--- src/rtl/spike_train_decoder.sv ---
// spike_train_decoder: turns a raw neuron spike level into inter-spike
// intervals (queued in a small FIFO with a burst tag) and windowed spike rates.
// ISI and rate state advance only on ena cycles; FIFO pops are independent of ena.
module spike_train_decoder #(
  parameter int ISI_W      = 16,
  parameter int FIFO_DEPTH = 4,
  parameter int WIN_LOG2   = 10,
  parameter int CNT_W      = 8,
  parameter int BURST_ISI  = 8
) (
  input  logic             clk,
  input  logic             rst_n,
  input  logic             ena,
  input  logic             spike_in,
  output logic [ISI_W-1:0] isi_data,
  output logic             isi_burst,
  output logic             isi_valid,
  input  logic             isi_ready,
  output logic [CNT_W-1:0] rate_count,
  output logic             rate_valid,
  output logic             overflow
);

  localparam int AW = $clog2(FIFO_DEPTH);

  localparam logic [0:0] S_IDLE  = 1'b0;
  localparam logic [0:0] S_COUNT = 1'b1;

  localparam logic [ISI_W-1:0] ISI_MAX   = '1;
  localparam logic [ISI_W-1:0] BURST_THR = ISI_W'(BURST_ISI);
  localparam logic [CNT_W-1:0] CNT_MAX   = '1;

  // ---------------------------------------------------------------------------
  // Rising-edge event detection
  // ---------------------------------------------------------------------------
  logic spike_q;
  logic ev;

  // A level held across reset release still registers as an event because
  // spike_q restarts at 0.
  assign ev = ena & spike_in & ~spike_q;

  // Track the previous spike level, frozen while ena is low.
  always_ff @(posedge clk) begin
    if (!rst_n)   spike_q <= 1'b0;
    else if (ena) spike_q <= spike_in;
  end

  // ---------------------------------------------------------------------------
  // ISI FSM: the first event only arms the counter, later events push an ISI
  // ---------------------------------------------------------------------------
  logic [0:0]       state_q, state_d;
  logic [ISI_W-1:0] isi_q, isi_d;
  logic             push;

  // Next-state for the interval counter; saturates instead of wrapping.
  always_comb begin
    state_d = state_q;
    isi_d   = isi_q;
    push    = 1'b0;
    case (state_q)
      S_IDLE: begin
        if (ev) begin
          state_d = S_COUNT;
          isi_d   = ISI_W'(1);
        end
      end
      S_COUNT: begin
        if (ev) begin
          push  = 1'b1;
          isi_d = ISI_W'(1);
        end else if (ena && isi_q != ISI_MAX) begin
          isi_d = isi_q + 1'b1;
        end
      end
      default: state_d = S_IDLE;
    endcase
  end

  // FSM and interval counter registers.
  always_ff @(posedge clk) begin
    if (!rst_n) begin
      state_q <= S_IDLE;
      isi_q   <= '0;
    end else begin
      state_q <= state_d;
      isi_q   <= isi_d;
    end
  end

  // ---------------------------------------------------------------------------
  // ISI FIFO: {burst, isi} entries, pointers carry an extra wrap bit
  // ---------------------------------------------------------------------------
  logic [ISI_W:0] mem_q [FIFO_DEPTH];
  logic [AW:0]    wptr_q, rptr_q;
  logic           overflow_q;
  logic           empty, full, pop, wr_en, drop;
  logic [ISI_W:0] head;

  assign empty = (wptr_q == rptr_q);
  assign full  = (wptr_q[AW] != rptr_q[AW]) && (wptr_q[AW-1:0] == rptr_q[AW-1:0]);
  assign pop   = ~empty & isi_ready;
  // A pop in the same cycle frees a slot, so a push into a full FIFO survives.
  assign wr_en = push & (~full | pop);
  assign drop  = push & full & ~pop;
  assign head  = mem_q[rptr_q[AW-1:0]];

  // Storage needs no reset: the head is masked whenever the FIFO is empty.
  always_ff @(posedge clk) begin
    if (wr_en) mem_q[wptr_q[AW-1:0]] <= {(isi_q <= BURST_THR), isi_q};
  end

  // Pointer and sticky-overflow bookkeeping.
  always_ff @(posedge clk) begin
    if (!rst_n) begin
      wptr_q     <= '0;
      rptr_q     <= '0;
      overflow_q <= 1'b0;
    end else begin
      if (wr_en) wptr_q <= wptr_q + 1'b1;
      if (pop)   rptr_q <= rptr_q + 1'b1;
      if (drop)  overflow_q <= 1'b1;
    end
  end

  assign isi_valid = ~empty;
  assign isi_data  = empty ? '0 : head[ISI_W-1:0];
  assign isi_burst = ~empty & head[ISI_W];
  assign overflow  = overflow_q;

  // ---------------------------------------------------------------------------
  // Windowed spike rate
  // ---------------------------------------------------------------------------
  logic [WIN_LOG2-1:0] win_q;
  logic [CNT_W-1:0]    scnt_q, scnt_inc;
  logic [CNT_W-1:0]    rate_count_q;
  logic                rate_valid_q;
  logic                term;

  assign term     = ena && (win_q == '1);
  assign scnt_inc = (ev && scnt_q != CNT_MAX) ? scnt_q + 1'b1 : scnt_q;

  // An event on the terminal cycle still belongs to the closing window.
  always_ff @(posedge clk) begin
    if (!rst_n) begin
      win_q        <= '0;
      scnt_q       <= '0;
      rate_count_q <= '0;
      rate_valid_q <= 1'b0;
    end else begin
      rate_valid_q <= 1'b0;
      if (ena) begin
        if (term) begin
          rate_count_q <= scnt_inc;
          rate_valid_q <= 1'b1;
          scnt_q       <= '0;
          win_q        <= '0;
        end else begin
          win_q  <= win_q + 1'b1;
          scnt_q <= scnt_inc;
        end
      end
    end
  end

  assign rate_count = rate_count_q;
  assign rate_valid = rate_valid_q;

endmodule

--- config.mk ---
export PLATFORM = sky130hd
export DESIGN_NAME = spike_train_decoder
export DESIGN_NICKNAME = d
export VERILOG_FILES = /design/src/rtl/spike_train_decoder.sv
export SDC_FILE = /design/constraint.sdc
export NUM_CORES = 1
export LEC_CHECK = 0
export ABC_CLOCK_PERIOD_IN_PS = 2380
export BUFFER_PORTS_ARGS = -buffer_cell sky130_fd_sc_hd__buf_2
export CELL_PAD_IN_SITES_DETAIL_PLACEMENT = 0
export CELL_PAD_IN_SITES_GLOBAL_PLACEMENT = 1
export CORE_MARGIN = 2
export CORE_UTILIZATION = 30
export CTS_CLUSTER_SIZE = 30
export DETAILED_ROUTE_END_ITERATION = 10
export PLACE_DENSITY = 0.51
export SYNTH_ARGS = -nofsm -noshare
export SYNTH_HDL_FRONTEND = slang
export SYNTH_SLANG_ARGS = --single-unit
--- constraint.sdc ---
create_clock -name clk -period 2.38 [get_ports clk]
set_clock_uncertainty 0.2 [all_clocks]
set_input_delay 0.476 -clock clk [delete_from_list [all_inputs] [get_ports clk]]
set_output_delay 0.476 -clock clk [all_outputs]
set_load 0.02 [all_outputs]
==> run metrics <==
status=finished, violations left; failing checks=negative setup slack; Post-Synth Adder-Cell Area=0.0212; wire length on met3=~480 um; YS warnings=0; CTS max path bufs=2; ratio of cells with drive above 1 in the final layout=0.291; Slew headroom=0.687; compound-gate portion of the synthesized area=0.0895; routed wire length per instance=~17 um; Final setup violation count=17; DR vias/cell=4.85; via count=3,537; most common cell after layout, fill and taps aside=edfxtp_1; CTS tree=yes; prevailing post-synth register cell=edfxtp_1; mux contribution to synthesized area=0.0851; crit path launch type=flip-flop; Port-buffer cells=32; register area share after synthesis=0.587; core area=17,300 um^2; Post-Synthesis Cells=about 420; Die Span Y=between 100 and 150 um; largest family of logic cells by synthesized area=simple AND/OR/NAND/NOR gates; # rows=between 40 and 50; fmax=just over 400 MHz; Async S/R FF share, synth=0; num ports=33; setup ws final=-0.0829 ns; Syn Area/Cell=between 10 and 15 um^2; Critical Path Fanout Max=4; Crit Path Class=reg2out; global-route wire length before repair=about 20 mm; Critical Path Sink Type=primary output; footprint of the multi-input gates=around 2100 um^2; MaxCap Viol Count=0; Distinct cells, synth=57; top routing layer in use=met4; Final Max Slew Viols=0; H-tree levels=4; drt first-iter violations=166; Reg area=between 3000 and 4000 um^2; All-Layer GR Usage=0.140; Post-synth EDFFs=between 60 and 70; Fill cells=~1,600; CTS clk-pin slew, worst paths=~0.060 ns; Residual DRC=0; Worst Max-Slew Pin Slew=~0.47 ns; Tmin final=between 2 and 2.5 ns; WL met2=5.79 mm; Peak VDD IR=around 0.00048 V; CTS Buf Count=17; Clock Sinks=122; Post-Synth Simple-Gate Area=0.167; Fin. Hold Viols=0; wl on met1=between 5 and 6 mm; antenna-violating nets left=0; Yosys reg bits=around 120; Initial Utilization=0.308; dpl ws=roughly 0.17 ns; CTS root buf=clkbuf_16; die area=about 19,000 um^2; clock latency reported for the late side of the worst-skew pair=approximately 0.42 ns; largest net degree at the start of global routing=25; crit path DAT=1.79 ns; initial antenna violation count=0; final worst path period share=1.03; DRT Pass-1 Iters=4; Mapped Nets=around 430; Leak=2.48 nW; Syn Std Cell Area=between 5000 and 6000 um^2; Area growth syn-to-layout=27.6%; RePlAce Congestion=a little under 0.8; Crit path required time=about 1.7 ns; vias in the first global route=between 3,000 and 4,000; Detailed Place HPWL=8.00 mm; RSZ-0062 raised after global routing=yes; Pwr Density=746 nW/um^2; worst hold slack=roughly 0.20 ns; Die W=between 100 and 150 um; # diodes=0; XOR/XNOR share of the synthesized area=0.0280; post-route cell area=~6800 um^2; GR Overflow Total=0; final net count=about 510; Hold/Removal Path Class=in2reg; Post-Route Utilization=0.393; final WL=~12 mm; placed cell area=around 6000 um^2; most frequent cells in the layout=68 x edfxtp_1, 49 x dfxtp_1, 33 x buf_4
## flip-flops by register name, summed over array words and instances, names as in the netlist, named ones only
signal,count
wptr_q,3
mem_q,68
state_q,1
rptr_q,3
win_q,10
rate_count,8
isi_q,16
spike_q,1
scnt_q,8
overflow,1
rate_valid,1
## cells in the mapped netlist (9+ instances only)
cell,number,area (um^2)
edfxtp_1,68,2040
dfxtp_1,54,1080
nor2b_1,21,131
nor2_1,19,71.3
a21oi_1,18,90.1
mux4_2,17,383
o21ai_0,17,85.1
nand3_1,16,80.1
nand4_1,16,100
nand2_1,14,52.6
inv_1,13,48.8
and2_1,11,68.8
clkbuf_1,11,41.3
ha_1,9,113
xnor2_1,9,78.8
## worst paths after layout
check	from	to	slack, ns	depth (start not counted)
worst max-delay path	flip-flop	isi_data[2]	-0.08	4
worst min-delay path	spike_in	spike_q	0.20	3
worst min register to register	rate_count[7]	rate_count[7]	0.27	2
worst max register to register	isi_q[0]	isi_q[0]	0.33	7
## area by class of cell
class / instances / share of cell area
clock buffers: 17 / 0.0626
clock inverters: 15 / 0.0243
inverters: 13 / 0.00718
multi-input cells: 266 / 0.314
flip-flops and latches: 122 / 0.461
well taps: 225 / 0.0415
repair buffers: 72 / 0.0894
## critical path: stages (launching register included)
cell	delay [ns]
dfxtp_4	0.41
clkbuf_16	0.17
mux4_2	0.49
nor2b_1	0.14
buf_2	0.16
## stage by stage
stage / total power [mW] / TNS (ns) / instances
global placement: 2.53 / 0 / 696
detailed placement: 2.53 / 0 / 696
finish: 5.07 / -1.06 / 730
CTS: 5.12 / -1.82 / 729
floorplan: 2.44 / 0 / 417
global route: 5.27 / -2.42 / 730
## report_power, final
group / switching (mW) / total (mW) / internal [mW]
Clock: 0.994 / 2.55 / 1.56
Combinational: 0.144 / 0.273 / 0.129
Sequential: 0.0170 / 2.24 / 2.22
Total: 1.15 / 5.07 / 3.91
## timing repair
item	in CTS	in global routing
cloned	1	1
hold buffers	0	0
buffers inserted	0	0
setup endpoints to repair	18	18
gates resized for setup	5	24
## kinds of logic (layout without fill, tap and decap cells)
logic type | Yosys count | in the layout
xor+xnor | 17 | 17
buf+inv | 29 | 117
fa+ha+maj | 9 | 9
compound gates | 70 | 70
simple gates | 146 | 146
flops | 122 | 122
mux | 24 | 24
## per-layer routing
layer | GRT usage | vias up
met5 | 0 | -
met2 | 0.227 | 69
met4 | 0.0556 | 0
met1 | 0.177 | 1710
li1 | - | 1743
met3 | 0.0405 | 15
No activity file was read; power rests on OpenSTA's default activity.
